[config.mk]
export PLATFORM = sky130hd
export DESIGN_NAME = key_input_tracker
export DESIGN_NICKNAME = d
export VERILOG_FILES = /design/src/rtl/key_input_tracker.sv
export SDC_FILE = /design/constraint.sdc
export NUM_CORES = 1
export LEC_CHECK = 0
export ABC_AREA = 1
export CAP_MARGIN = 20
export CORE_MARGIN = 1
export CORE_UTILIZATION = 49
export CTS_CLUSTER_DIAMETER = 100
export DETAILED_ROUTE_END_ITERATION = 10
export PLACE_DENSITY = 0.77
export SLEW_MARGIN = 10
export SYNTH_ARGS = -nofsm -noshare
export SYNTH_HDL_FRONTEND = slang
export SYNTH_SLANG_ARGS = --single-unit
[constraint.sdc]
create_clock -name Clk -period 1.3 [get_ports Clk]
set_input_delay 0.26 -clock Clk [delete_from_list [all_inputs] [get_ports Clk]]
set_output_delay 0.26 -clock Clk [all_outputs]
set_load 0.01 [all_outputs]
[src/rtl/key_input_tracker.sv]
// key_input_tracker: decodes HID keycode reports into held-key flags, publishes
// W/S/Up/Down on frame_clk rising edges, pulses serve_pulse on a Space press,
// and releases every key when no report is accepted for TIMEOUT_CYCLES.
// Ports: Clk, Reset_n (async active-low), keycode[31:0] (4 slots, slot 0 in
// [7:0]), keycode_valid (report strobe), frame_clk (async frame tick);
// outputs w_key/s_key/up_key/down_key (frame-aligned), serve_pulse, stale.
// Optional macro KEY_SOCD_EN: last-pressed-wins resolution of opposing keys.
module key_input_tracker #(
  parameter int         TIMEOUT_CYCLES = 5000000,
  parameter logic [7:0] W_CODE         = 8'h1A,
  parameter logic [7:0] S_CODE         = 8'h16,
  parameter logic [7:0] UP_CODE        = 8'h52,
  parameter logic [7:0] DOWN_CODE      = 8'h51,
  parameter logic [7:0] SERVE_CODE     = 8'h2C
) (
  input  logic        Clk,
  input  logic        Reset_n,
  input  logic [31:0] keycode,
  input  logic        keycode_valid,
  input  logic        frame_clk,
  output logic        w_key,
  output logic        s_key,
  output logic        up_key,
  output logic        down_key,
  output logic        serve_pulse,
  output logic        stale
);
  localparam int CW = $clog2(TIMEOUT_CYCLES + 1);
  // raw flag order: {serve, down, up, s, w}
  logic [4:0]    r_raw;
  logic [CW-1:0] r_cnt;
  logic          r_fs1, r_fs2, r_fh;
  logic [4:0]    w_dec, w_raw_nx;
  logic [3:0]    w_fwd;
  logic          w_roll, w_acc, w_to, w_rise;
  always_comb begin
    w_dec  = '0;
    w_roll = 1'b0;
    for (int i = 0; i < 4; i++) begin
      w_roll = w_roll | (keycode[8*i +: 8] == 8'h01);
      w_dec  = w_dec | ({5{keycode[8*i +: 8] != 8'h00}} &
               {keycode[8*i +: 8] == SERVE_CODE, keycode[8*i +: 8] == DOWN_CODE,
                keycode[8*i +: 8] == UP_CODE, keycode[8*i +: 8] == S_CODE,
                keycode[8*i +: 8] == W_CODE});
    end
  end
  assign w_acc    = keycode_valid & ~w_roll;
  // an accepted report on the saturating edge takes precedence over the timeout
  assign w_to     = ~w_acc & (r_cnt == CW'(TIMEOUT_CYCLES - 1));
  assign w_raw_nx = w_acc ? w_dec : w_to ? 5'b0 : r_raw;
  assign w_rise   = r_fs2 & ~r_fh;
`ifdef KEY_SOCD_EN
  // r_last_*: 0 = W/Up pressed most recently, 1 = S/Down
  logic r_last_ws, r_last_ud;
  assign w_fwd = {r_raw[3] & ~(r_raw[2] & ~r_last_ud), r_raw[2] & ~(r_raw[3] & r_last_ud),
                  r_raw[1] & ~(r_raw[0] & ~r_last_ws), r_raw[0] & ~(r_raw[1] & r_last_ws)};
  always_ff @(posedge Clk or negedge Reset_n) begin
    if (!Reset_n) begin
      r_last_ws <= 1'b0;
      r_last_ud <= 1'b0;
    end else begin
      // a simultaneous rise of both keys resolves toward S/Down
      r_last_ws <= (w_raw_nx[1] & ~r_raw[1]) ? 1'b1 : (w_raw_nx[0] & ~r_raw[0]) ? 1'b0 : r_last_ws;
      r_last_ud <= (w_raw_nx[3] & ~r_raw[3]) ? 1'b1 : (w_raw_nx[2] & ~r_raw[2]) ? 1'b0 : r_last_ud;
    end
  end
`else
  assign w_fwd = r_raw[3:0];
`endif
  always_ff @(posedge Clk or negedge Reset_n) begin
    if (!Reset_n) begin
      r_raw       <= '0;
      r_cnt       <= '0;
      r_fs1       <= 1'b0;
      r_fs2       <= 1'b0;
      r_fh        <= 1'b0;
      w_key       <= 1'b0;
      s_key       <= 1'b0;
      up_key      <= 1'b0;
      down_key    <= 1'b0;
      serve_pulse <= 1'b0;
      stale       <= 1'b1;
    end else begin
      r_raw       <= w_raw_nx;
      r_cnt       <= w_acc ? '0 : (r_cnt == CW'(TIMEOUT_CYCLES)) ? r_cnt : r_cnt + 1'b1;
      stale       <= w_acc ? 1'b0 : w_to ? 1'b1 : stale;
      serve_pulse <= w_raw_nx[4] & ~r_raw[4];
      r_fs1       <= frame_clk;
      r_fs2       <= r_fs1;
      r_fh        <= r_fs2;
      if (w_rise) {down_key, up_key, s_key, w_key} <= w_fwd;
    end
  end
endmodule

==> results.py <==
metrics = {
    "status": {
        "outcome": "finished with violations",
        "violations": "negative setup slack",
    },
    "sta": {
        "setup_violations": 21,
        "fin_setup_tns_ps": -1340,
        "maxSlewViolCount": 0,
        "whs_ps": 364.8,
        "rsz0062_at_grt": "true",
        "finalCritPeriodShare_pct": 111.4,
        "finClkSkew_ps": 9.565,
        "setup_slack_ps": -148.3,
        "hold_viol": 0,
        "clock.fmax_ghz": 0.6905,
        "tightest_slew_ps": 322.5,
        "slew-limit-headroom_pct": 78.50,
        "finalCriticalPeriod_ps": 1448,
    },
    "yosys": {
        "synth_edf_count": 0,
        "synth_nets": 445,
        "synth-async-reset-ratio_pct": 100.0,
        "avgSynthCellArea_um2": 6.422,
        "synth_area_mm2": 0.002614,
        "yosysSeqAreaShare_pct": 35.47,
        "ys.flop_type": "dfrtp_1",
        "ys_types": 24,
        "syn_inst": 407,
        "ys_warn_count": 0,
        "synth.ff_latch_count": 37,
    },
    "place": {
        "postPlaceCellArea_mm2": 0.003553,
        "dp_hpwl_um": 5370,
        "globalplace.congestion": 0.8586,
        "portBuffers": 41,
    },
    "pwr": {
        "clock_power_share_pct": 38.0,
        "p_sw_uw": 770.2,
        "internal_power_mw": 2.084,
        "p_leak_nw": 2.102,
        "switching_share_pct": 26.98,
        "pwr-share-comb_pct": 20.2,
        "p_per_area_mw_per_mm2": 672.7,
        "ir_drop_mv": 0.7197,
        "sequentialPowerShare_pct": 41.8,
    },
    "global_route": {
        "grt-ovfl-total": 0,
        "grt_pass1_wl_um": 13320,
        "grt_max_degree": 27,
        "first_global_vias": 3004,
        "grt_antenna_before_repair": 0,
        "gr-usage-all-layers_pct": 31.44,
    },
    "cts": {
        "clock_latency_ps": 310,
        "path_clk_slew_ps": 80,
        "clock-sinks": 37,
        "cts_tree": "done",
        "cts-htree-levels": 2,
        "clockRootBuffer": "clkbuf_8",
        "cts-buffers-inserted": 5,
        "cts_buffer_depth": 2,
    },
    "route": {
        "drt-initial-drc-count": 412,
        "viasPerCell": 5.645,
        "postRouteAntennaNets": 0,
        "drt-total-wl_um": 10380,
        "drt-pass1-iter-count": 7,
        "vias": 3449,
        "wl_per_cell_um": 16.99,
        "drc_errors": 0,
    },
    "floorplanning": {
        "die_h_um": 75.04,
        "ios": 42,
        "chipWidth_um": 75.04,
        "die_area_mm2": 0.005630,
        "core_mm2": 0.005107,
        "rows": 26,
        "initial_core_util_pct": 51.18,
    },
    "setup_path": {
        "worstPathMaxFanout": 5,
        "startpoint_type": "register",
        "crit_slowest_cell": "dfrtp_2",
        "cp.required_ps": 1540,
        "crit_path_frequent_cell": "nand2_1",
        "critPathTopFamily": "simple AND/OR/NAND/NOR gates",
        "path_buf_inv": 0,
        "arrival_ps": 1690,
        "path_cells": "nand2_2, nor2_2, nand2_1, nor2_2, nand2_1, nand2_1, nand2_1, nor2_1",
        "max_stage_delay_ps": 450,
        "cp-end-kind": "register",
        "path_class": "register to register",
    },
    "layout": {
        "syn2layout_area_growth_pct": 62.33,
        "final_cell_area_mm2": 0.004243,
        "diodes": 0,
        "fin_nets": 578,
        "drive_above_1_share_pct": 39.19,
    },
    "min_path": {
        "hp-class": "register to register",
    },
    "flow_run": {
        "drv_cap": 0,
    },
}
## cell usage in the layout, fill, tap and decap left out
| cell | instances |
|---|---|
| nand3_2 | 6 |
| nand2_4 | 4 |
| xnor2_1 | 1 |
| nor2_1 | 66 |
| a21oi_2 | 2 |
| nor2_2 | 34 |
| dfrtp_2 | 10 |
| nand3_1 | 26 |
| clkinvlp_4 | 1 |
| nor3_2 | 4 |
| buf_4 | 74 |
| dlygate4sd2_1 | 35 |
| clkdlybuf4s50_1 | 2 |
| o21bai_1 | 1 |
| a31oi_1 | 1 |
| inv_2 | 7 |
| nor2_4 | 15 |
| buf_2 | 2 |
| dlymetal6s2s_1 | 2 |
| dfstp_2 | 1 |
| nand2_1 | 92 |
| dlygate4sd3_1 | 1 |
| nand3_4 | 5 |
| clkbuf_16 | 1 |
| bufinv_16 | 1 |
| dfrtp_1 | 26 |
| ha_4 | 2 |
| xor2_1 | 7 |
| clkbuf_8 | 6 |
| mux2_2 | 4 |
| nand4_1 | 15 |
| buf_6 | 10 |
| nand2_2 | 18 |
| inv_4 | 3 |
| nor3_1 | 2 |
| buf_12 | 2 |
| inv_1 | 52 |
## sequential cells by signal, indices dropped and copies added, names as in the netlist
name / cells
r_cnt: 23
r_raw: 5
down_key: 1
r_fh: 1
r_fs1: 1
r_fs2: 1
s_key: 1
serve_pulse: 1
stale: 1
up_key: 1
w_key: 1
## synth_stat cells (2+ instances only)
master / count / area, um2
buf_4: 3 / 22.52
dfrtp_1: 36 / 900.9
ha_1: 2 / 25.02
inv_1: 61 / 229.0
mux2_2: 4 / 45.04
nand2_1: 107 / 401.6
nand2_2: 7 / 43.79
nand3_1: 35 / 175.2
nand3_2: 2 / 20.02
nand4_1: 15 / 93.84
nor2_1: 98 / 367.9
nor2_2: 15 / 93.84
nor3_1: 3 / 15.01
nor3_2: 3 / 30.03
xor2_1: 7 / 61.31
## cells by family after synthesis
kind of cell,share of synthesized area [%]
AOI/OAI and AO/OA,1.053
xor gates and xnor gates,2.681
adders and majority gates,0.9572
buffers and inverters,10.20
DFF,35.47
muxes,1.723
and+or+nand+nor,47.92
## layer usage
layer | track usage [%] | share of wire, %
met5 | 0 | 0
met4 | 10.48 | 4.7
met3 | 5.756 | 9.0
met2 | 54.45 | 50
met1 | 39.51 | 36
## power by group through the flow
stage | Clock, mW | Sequential [mW] | Combinational [mW]
floorplan | 0 | 1.21 | 0.150
global placement | 0 | 1.21 | 0.425
detailed placement | 0 | 1.21 | 0.435
CTS | 1.06 | 1.19 | 0.507
global route | 1.14 | 1.20 | 0.617
finish | 1.08 | 1.19 | 0.577
## stage by stage
stage | setup slack [ps] | instances | total power, mW | util [%]
global route | -191.7 | 611 | 2.957 | 83.07
detailed placement | -613.6 | 573 | 1.646 | 69.57
global placement | -555.6 | 573 | 1.634 | 69.57
floorplan | 29.03 | 407 | 1.356 | -
CTS | -20.63 | 603 | 2.758 | 78.22
finish | -148.3 | 611 | 2.854 | 83.07
## area by class of cell
type                    instances  area [um2]
fillers                       285       864.6
flip-flops and latches         37       939.7
inverters                      62       240.2
repair buffers                129        1105
well taps                      70       87.58
multi-input cells             305        1750
clock buffers                   6       82.58
clock inverters                 2       37.54
## final timing paths
path	cells past startpoint	start	end	slack (ps)
max	8	r_cnt[7]	r_cnt[20]	-150
min	0	r_fs1	r_fs2	360
max reg2reg	8	r_cnt[7]	r_cnt[20]	-150
min reg2reg	0	r_fs1	r_fs2	360
max in group asynchronous	3	Reset_n	stale	420
min in group asynchronous	2	Reset_n	r_cnt[5]	370
## what timing repair did
action,4_1_cts,5_1_grt
cloned,2,0
gates resized for setup,96,62
buffers inserted,19,9
hold buffers,1,0
pin swaps,34,36
hold endpoints to repair,11,0
endpoints found under the setup margin,36,30
(Power assumes the default switching activity.)
